--- src/rtl/csi_tx_hs_clk_lane.sv ---
// CSI-2 transmit clock lane controller: sequences the LP-11 -> LP-01 -> LP-00 -> HS-0 ->
// HS clock entry and the HS clock -> post -> trail -> LP-11 exit. All outputs are registered.
// Optional feature: define CSI_TX_CLK_CONTINUOUS_EN for a continuously running HS clock.
module csi_tx_hs_clk_lane #(
  parameter int unsigned T_LPX     = 2,
  parameter int unsigned T_PREPARE = 2,
  parameter int unsigned T_ZERO    = 8,
  parameter int unsigned T_POST    = 4,
  parameter int unsigned T_TRAIL   = 2,
  parameter int unsigned T_HS_EXIT = 3
) (
  input  logic byte_clock,
  input  logic reset_n,
  input  logic hs_req,
  input  logic data_busy,
  output logic lp_p,
  output logic lp_n,
  output logic hs_oe,
  output logic hs_clk_run,
  output logic clk_ready
);

`ifdef CSI_TX_CLK_CONTINUOUS_EN
  localparam bit ContEn = 1'b1;
`else
  localparam bit ContEn = 1'b0;
`endif

  // Counter reload values: state lasts (load + 1) cycles; a zero parameter behaves as 1.
  localparam logic [7:0] LpxLoad   = (T_LPX     == 0) ? 8'd0 : 8'(T_LPX - 1);
  localparam logic [7:0] PrepLoad  = (T_PREPARE == 0) ? 8'd0 : 8'(T_PREPARE - 1);
  localparam logic [7:0] ZeroLoad  = (T_ZERO    == 0) ? 8'd0 : 8'(T_ZERO - 1);
  localparam logic [7:0] PostLoad  = (T_POST    == 0) ? 8'd0 : 8'(T_POST - 1);
  localparam logic [7:0] TrailLoad = (T_TRAIL   == 0) ? 8'd0 : 8'(T_TRAIL - 1);
  localparam logic [7:0] ExitLoad  = (T_HS_EXIT == 0) ? 8'd0 : 8'(T_HS_EXIT - 1);

  typedef enum logic [2:0] {
    StIdle, StLp01, StLp00, StHsZero, StHsClk, StHsPost, StHsTrail, StHsExit
  } state_e;

  state_e     state_q, state_d;
  logic [7:0] cnt_q, cnt_d;
  logic       lp_p_q, lp_p_d, lp_n_q, lp_n_d;
  logic       hs_oe_q, hs_oe_d, run_q, run_d, ready_q, ready_d;
  logic       expired;

  assign expired = (cnt_q == 8'd0);

  // Next-state and down-counter: counter is reloaded on entry to each timed state.
  always_comb begin
    state_d = state_q;
    cnt_d   = cnt_q;
    unique case (state_q)
      StIdle: begin
        if (hs_req || ContEn) begin
          state_d = StLp01;
          cnt_d   = LpxLoad;
        end
      end
      StLp01: begin
        if (expired) begin
          state_d = StLp00;
          cnt_d   = PrepLoad;
        end else cnt_d = cnt_q - 8'd1;
      end
      StLp00: begin
        if (expired) begin
          state_d = StHsZero;
          cnt_d   = ZeroLoad;
        end else cnt_d = cnt_q - 8'd1;
      end
      StHsZero: begin
        if (expired) begin
          state_d = StHsClk;
          cnt_d   = 8'd0;
        end else cnt_d = cnt_q - 8'd1;
      end
      StHsClk: begin
        // Data lanes must have left HS before the clock may stop.
        if (!ContEn && !hs_req && !data_busy) begin
          state_d = StHsPost;
          cnt_d   = PostLoad;
        end
      end
      StHsPost: begin
        if (expired) begin
          state_d = StHsTrail;
          cnt_d   = TrailLoad;
        end else cnt_d = cnt_q - 8'd1;
      end
      StHsTrail: begin
        if (expired) begin
          state_d = StHsExit;
          cnt_d   = ExitLoad;
        end else cnt_d = cnt_q - 8'd1;
      end
      StHsExit: begin
        if (expired) begin
          state_d = StIdle;
          cnt_d   = 8'd0;
        end else cnt_d = cnt_q - 8'd1;
      end
      default: begin
        state_d = StIdle;
        cnt_d   = 8'd0;
      end
    endcase
  end

  // Output decode from the next state so the registered outputs align with the state register.
  always_comb begin
    lp_p_d  = 1'b1;
    lp_n_d  = 1'b1;
    hs_oe_d = 1'b0;
    run_d   = 1'b0;
    ready_d = 1'b0;
    unique case (state_d)
      StLp01: lp_p_d = 1'b0;
      StLp00: begin
        lp_p_d = 1'b0;
        lp_n_d = 1'b0;
      end
      StHsZero, StHsTrail: begin
        lp_p_d  = 1'b0;
        lp_n_d  = 1'b0;
        hs_oe_d = 1'b1;
      end
      StHsClk: begin
        lp_p_d  = 1'b0;
        lp_n_d  = 1'b0;
        hs_oe_d = 1'b1;
        run_d   = 1'b1;
        ready_d = 1'b1;
      end
      StHsPost: begin
        lp_p_d  = 1'b0;
        lp_n_d  = 1'b0;
        hs_oe_d = 1'b1;
        run_d   = 1'b1;
      end
      default: ;
    endcase
  end

  // State, counter and output registers with asynchronous reset to LP-11.
  always_ff @(posedge byte_clock or negedge reset_n) begin
    if (!reset_n) begin
      state_q <= StIdle;
      cnt_q   <= 8'd0;
      lp_p_q  <= 1'b1;
      lp_n_q  <= 1'b1;
      hs_oe_q <= 1'b0;
      run_q   <= 1'b0;
      ready_q <= 1'b0;
    end else begin
      state_q <= state_d;
      cnt_q   <= cnt_d;
      lp_p_q  <= lp_p_d;
      lp_n_q  <= lp_n_d;
      hs_oe_q <= hs_oe_d;
      run_q   <= run_d;
      ready_q <= ready_d;
    end
  end

  assign lp_p       = lp_p_q;
  assign lp_n       = lp_n_q;
  assign hs_oe      = hs_oe_q;
  assign hs_clk_run = run_q;
  assign clk_ready  = ready_q;

endmodule

--- config.mk ---
export PLATFORM = sky130hd
export DESIGN_NAME = csi_tx_hs_clk_lane
export DESIGN_NICKNAME = d
export VERILOG_FILES = /design/src/rtl/csi_tx_hs_clk_lane.sv
export SDC_FILE = /design/constraint.sdc
export NUM_CORES = 1
export LEC_CHECK = 0
export CAP_MARGIN = 20
export CORE_ASPECT_RATIO = 0.9
export CORE_MARGIN = 10
export CORE_UTILIZATION = 38
export DETAILED_ROUTE_END_ITERATION = 6
export SLEW_MARGIN = 10
export SYNTH_ARGS = -nofsm -noshare
export SYNTH_HDL_FRONTEND = slang
export SYNTH_SLANG_ARGS = --single-unit
--- constraint.sdc ---
create_clock -name byte_clock -period 2 [get_ports byte_clock]
set_input_delay 0.4 -clock byte_clock [delete_from_list [all_inputs] [get_ports byte_clock]]
set_output_delay 0.4 -clock byte_clock [all_outputs]
set_load 0.02 [all_outputs]
==> run summary, run 1 <==
outcome - finished clean
Startpoint Class - flip-flop
clock tree from TritonCTS - built
number of I/O pins - 9
number of global-route vias before repair - 704
PwrDens - 1640 mW/mm²
first-pass GRT wire length - 3.14 mm
critical-path cell list - or4_4 -> or4b_4 -> mux2i_1 -> a21bo_1
final worst-path cycle share - 0.973
final setup margin - 0.0548 ns
EDFF count, synth - 0
Die Y - 65.6 µm
FF-to-FF setup slack - 0.05 ns
leading post-synthesis cells by instance count - dfrtp_1, o21ai_0, nor2_1, o31ai_1
total overflow reported by the global router - 0
DRT antenna net count - 0
PortBufs - 8
Final Wtd Congestion - 0.778
routing layer with the top usage in global route - met2
number of warnings printed during yosys synthesis - 0
top cell type's share of synthesized area - 0.399
final layout net count - 109
Seq/Total Area, Yosys - 0.459
cell taking the most area after synthesis - dfrtp_1
count of H-tree levels built during CTS - 1
reported leakage power - 0.488 nW
length of the first detailed-routing pass in iterations - 5
worst setup path category - flip-flop to flip-flop
primary flip-flop cell chosen by synthesis mapping - dfrtp_1
setup repair after global routing missed its margin - true
async set-or-reset flop fraction in the synthesized netlist - 1.00
critical path capture point type - flip-flop
data required time at the worst endpoint - 2.19 ns
Max Clock Freq - 514 MHz
clock latency on the worst-skew pair - 0.29 ns
clock period minus worst slack - 1.95 ns
Post-CTS Hold Buffers - 0
clock-pin slew on the worst setup and hold paths - 0.10 ns
detailed-route via count - 678
count of endpoints failing setup in the final report - 0
most frequent cell after synthesis - dfrtp_1
IR Drop Worst-Case VDD - 0.000867 V
1st-iter DRT viols - 8
master of the slowest instance on the critical path - or4b_4
maximum root-to-sink buffer count - 2
width of the die - 70.7 µm
Syn Nets - 86
GRT Total Usage - 0.0834
Via-to-Cell Ratio - 5.26
pin count of the biggest net entering global routing - 17
number of instances in the synthesized netlist - 80
final setup skew - 0.00362 ns
number of standard cells in the final layout excluding fillers - 129
pre-CTS setup slack - -0.136 ns
total power consumption of the routed design - 0.00184 W
total placed cells including tap cells - 123
Maximum Capacitance Violations - 0
wire length per cell after detailed routing - 14.1 µm
FP Rows - 16
number of storage elements in the synthesis netlist - 16
Slew @ Worst Pin - 0.398 ns
TritonCTS Sinks - 16
final hold violation count - 0
initial antenna violation count - 0
P&R area growth vs syn - 27.5%
Total Wirelength - 1.82 mm
global-route track usage on met1 - 0.101
Core Footprint - 0.00218 mm²
clock root buffer master - clkbuf_4
synthesized area divided by synthesized cell count - 11.0 µm²
leading cell types by total area after synthesis - dfrtp_1, dfstp_2, o31ai_1
fraction of layout instances using a drive strength above 1 - 0.324
post-synth design cell area - 878 µm²
met2 GRT Util - 0.135
CTS Buf Count - 3
worst min path class - input pin to asynchronous set/reset pin
Global Route met3 Usage - 0.0345
arrival time at the worst endpoint - 2.13 ns
number of fill cells - 212
initial standard-cell utilization of the core - 0.403
highest cell delay on the worst timing path - 0.57 ns
worst-case headroom to the max-slew limit - 0.732
number of DRC violations after detailed routing - 0
dpl hpwl - 1.37 mm
DIE AREA - 0.00464 mm²
final number of max-transition violations - 0
ant diodes - 0
maximum fanout along the worst path - 5
distinct cell type count of the synthesized netlist - 37
worst hold margin - 0.417 ns
## report_power, final
group | leakage (nW) | internal (W) | switching [W] | total, W
registers | 0.196 | 0.000479 | 0.0000955 | 0.000575
clock network | 0.0210 | 0.000111 | 0.000106 | 0.000217
logic | 0.270 | 0.000527 | 0.000520 | 0.00105
## state kept, by name, summed over array words and instances, names as in the netlist
signal,cells
hs_clk_run,1
state_q,3
clk_ready,1
lp_n,1
hs_oe,1
lp_p,1
cnt_q,8
## worst max-delay path, delay by kind of cell (launching register included)
family          cells  cell delay, ns
compound gates      1            0.19
flops               1            0.39
mux                 1            0.15
simple gates        2            1.12
## routing by layer
layer | vias to the layer above | share of wire
li1 | 338 | -
met3 | 2 | 0.047
met1 | 329 | 0.48
met2 | 9 | 0.46
met5 | - | 0
met4 | 0 | 0.010
## logic make-up (layout without fill, tap and decap cells)
family	Yosys count	in the layout	synth area share
AOI/OAI and AO/OA	25	25	0.209
xor gates and xnor gates	5	5	0.0499
adders and majority gates	2	2	0.0285
buffers and inverters	7	29	0.0399
DFF	16	16	0.459
muxes	2	2	0.0228
and+or+nand+nor	23	23	0.191
## timing repair
| item | in CTS | in global routing |
|---|---|---|
| endpoints found under the setup margin | 1 | 3 |
| cloned | 0 | 0 |
| pin swaps | 2 | 1 |
| gates resized for setup | 0 | 1 |
| endpoints found under the hold margin | 0 | 0 |
| setup buffers | 2 | 0 |
## cell usage in the layout (no fill, tap or decap), types with 2 or more instances in the layout
cell / count
dfrtp_1: 14
inv_1: 2
mux2i_1: 2
nor3_1: 3
xnor2_1: 3
or3_2: 2
dfstp_2: 2
xor2_1: 2
ha_1: 2
o211ai_1: 2
clkbuf_4: 3
clkdlybuf4s50_1: 8
o21ai_0: 6
nor2_1: 5
or2_2: 2
a21o_1: 2
o31ai_1: 5
a21oi_1: 3
buf_4: 15
## per-stage QoR
step | cell area (µm²) | utilization | TNS [ns]
floorplan | 878 | - | 0
detailed placement | 1060 | 0.487 | -0.192
CTS | 1110 | 0.510 | 0
global placement | 1060 | 0.487 | -0.135
finish | 1120 | 0.513 | 0
global route | 1120 | 0.513 | -0.00117
## worst paths after layout
check / to / startpoint / cells after the start
setup / recovery: cnt_q[2] / cnt_q[3] / 4
hold / removal: state_q[1] / reset_n / 2
setup reg to reg: cnt_q[2] / cnt_q[3] / 4
hold reg to reg: cnt_q[1] / cnt_q[1] / 1
max in group asynchronous: lp_p / reset_n / 2
min in group byte_clock: cnt_q[1] / cnt_q[1] / 1
## area by class of cell
cell class	count	area (µm²)	area share
clock buffers	4	36.3	0.0324
well taps	27	33.8	0.0302
repair buffers	23	193	0.172
multi-input cells	57	447	0.399
flip-flops and latches	16	403	0.360
inverters	2	7.51	0.00670
Power figures use the tool's default switching activity.
==> run 2: changes to the inputs <==
--- a/config.mk
+++ b/config.mk
@@ -14,3 +14,4 @@
 export SYNTH_ARGS = -nofsm -noshare
 export SYNTH_HDL_FRONTEND = slang
 export SYNTH_SLANG_ARGS = --single-unit
+export TNS_END_PERCENT = 10
==> results of run 2 <==
No change in the layout: final DEF, timing and power equal those of run 1.
==> run 3: changes to the inputs <==
--- a/config.mk
+++ b/config.mk
@@ -6,10 +6,13 @@
 export NUM_CORES = 1
 export LEC_CHECK = 0
 export CAP_MARGIN = 20
+export CELL_PAD_IN_SITES_DETAIL_PLACEMENT = 1
+export CELL_PAD_IN_SITES_GLOBAL_PLACEMENT = 1
 export CORE_ASPECT_RATIO = 0.9
 export CORE_MARGIN = 10
 export CORE_UTILIZATION = 38
 export DETAILED_ROUTE_END_ITERATION = 6
+export PLACE_DENSITY_LB_ADDON = 0.1
 export SLEW_MARGIN = 10
 export SYNTH_ARGS = -nofsm -noshare
 export SYNTH_HDL_FRONTEND = slang
==> run summary, run 3 (synthesized netlist as in run 1, its figures left out) <==
PwrDens - 1660 mW/mm²
register cell area after layout - 403 µm²
number of DRC violations after detailed routing - 0
Slew @ Worst Pin - 0.634 ns
worst min path class - input pin to asynchronous set/reset pin
DIE AREA - 0.00464 mm²
setup repair after global routing missed its margin - false
number of global-route vias before repair - 758
initial standard-cell utilization of the core - 0.403
Top Registers - cnt_q x8, state_q x3
width of the die - 70.7 µm
area of all placed cells without fillers - 0.00110 mm²
final layout net count - 107
clock-pin slew on the worst setup and hold paths - 0.10 ns
dpl hpwl - 1.54 mm
pin count of the biggest net entering global routing - 17
number of I/O pins - 9
most frequent cells in the layout - dfrtp_1, buf_4, clkdlybuf4s50_1
final setup margin - 0.0390 ns
FP Rows - 16
Maximum Capacitance Violations - 0
maximum fanout along the worst path - 5
most common library cell in the layout ignoring fill and taps - dfrtp_1
total placed cells including tap cells - 122
worst-case headroom to the max-slew limit - 0.574
number of fill cells - 236
clock period minus worst slack - 1.96 ns
Total Wirelength - 2.03 mm
count of endpoints failing setup in the final report - 0
count of cells along the worst register-to-register path - 4
timing startpoint of the critical path - cnt_q[4]
outcome - finished clean
Startpoint Class - flip-flop
length of the first detailed-routing pass in iterations - 4
DRT antenna net count - 0
FF-to-FF setup slack - 0.04 ns
ant diodes - 0
initial antenna violation count - 0
final hold violation count - 0
final number of max-transition violations - 0
TritonCTS Sinks - 16
worst hold margin - 0.436 ns
final worst-path cycle share - 0.980
Final Wtd Congestion - 0.778
Post-CTS Hold Buffers - 0
clock tree from TritonCTS - built
1st-iter DRT viols - 17
critical path capture point type - flip-flop
clock latency on the worst-skew pair - 0.28 ns
detailed-route via count - 675
Largest register FFs - 8
destination of the worst register-to-register timing path - cnt_q[2]
maximum root-to-sink buffer count - 2
reported leakage power - 0.478 nW
final setup skew - 0.000971 ns
register with the most flip-flops - cnt_q
data required time at the worst endpoint - 2.18 ns
Core Footprint - 0.00218 mm²
number of standard cells in the final layout excluding fillers - 127
count of H-tree levels built during CTS - 1
termination of the worst setup path - cnt_q[2]
total overflow reported by the global router - 0
worst setup path category - flip-flop to flip-flop
Max Clock Freq - 510 MHz
first-pass GRT wire length - 3.52 mm
P&R area growth vs syn - 25.8%
fraction of layout instances using a drive strength above 1 - 0.310
Cell Area, Placed - 0.00105 mm²
GRT Total Usage - 0.0907
reg-to-reg startpoint - cnt_q[4]
clock root buffer master - clkbuf_4
IR Drop Worst-Case VDD - 0.000746 V
wire length per cell after detailed routing - 16.0 µm
PortBufs - 8
area used by multi-input combinational logic - 443 µm²
arrival time at the worst endpoint - 2.14 ns
total power consumption of the routed design - 0.00184 W
pre-CTS setup slack - -0.148 ns
Die Y - 65.6 µm
CTS Buf Count - 3
Via-to-Cell Ratio - 5.31
-- run 3: worst min-delay path by stage --
stage                     startpoint    endpoint  slack, ns  depth (start not counted)
final                        reset_n  state_q[0]       0.44                          2
after global routing         reset_n  state_q[2]       0.43                          2
after CTS                    reset_n  state_q[2]       0.44                          2
after detailed placement    cnt_q[1]    cnt_q[1]       0.54                          1
after global placement      cnt_q[1]    cnt_q[1]       0.53                          1
after floorplan              reset_n   clk_ready       0.10                          0
-- run 3: area by class of cell --
cell class	instances	area share
Multi-Input combinational cell	57	0.401
Sequential cell	16	0.365
Timing Repair Buffer	21	0.164
Clock buffer	4	0.0328
Tap cell	27	0.0306
Inverter	2	0.00680
-- run 3: repair_timing --
action	in CTS	in global routing
resized for setup	0	3
pin swaps	2	2
setup endpoints to repair	1	10
gates cloned	0	0
setup buffers	1	0
-- run 3: worst max-delay path: stages, from the launching register on --
cell     delay [ns]
dfrtp_1        0.40
or4_4          0.55
or4b_4         0.56
mux2i_1        0.15
a21bo_1        0.19
-- run 3: layer usage --
layer	GRT usage	up-vias	wire length, µm
met5	0	-	0
met4	0.0217	0	17
met3	0.0210	2	60
met2	0.151	5	955
met1	0.115	331	1000
li1	-	337	-
-- run 3: where the power goes --
group	switching, W	total, W	internal (W)
clock	0.000104	0.000214	0.000111
combinational	0.000540	0.00105	0.000512
sequential	0.0000938	0.000573	0.000479
-- run 3: metrics by stage --
stage	TNS, ns	utilization
floorplan	0	-
global placement	-0.156	0.483
detailed placement	-0.412	0.483
CTS	0	0.503
global route	0	0.506
finish	0	0.506
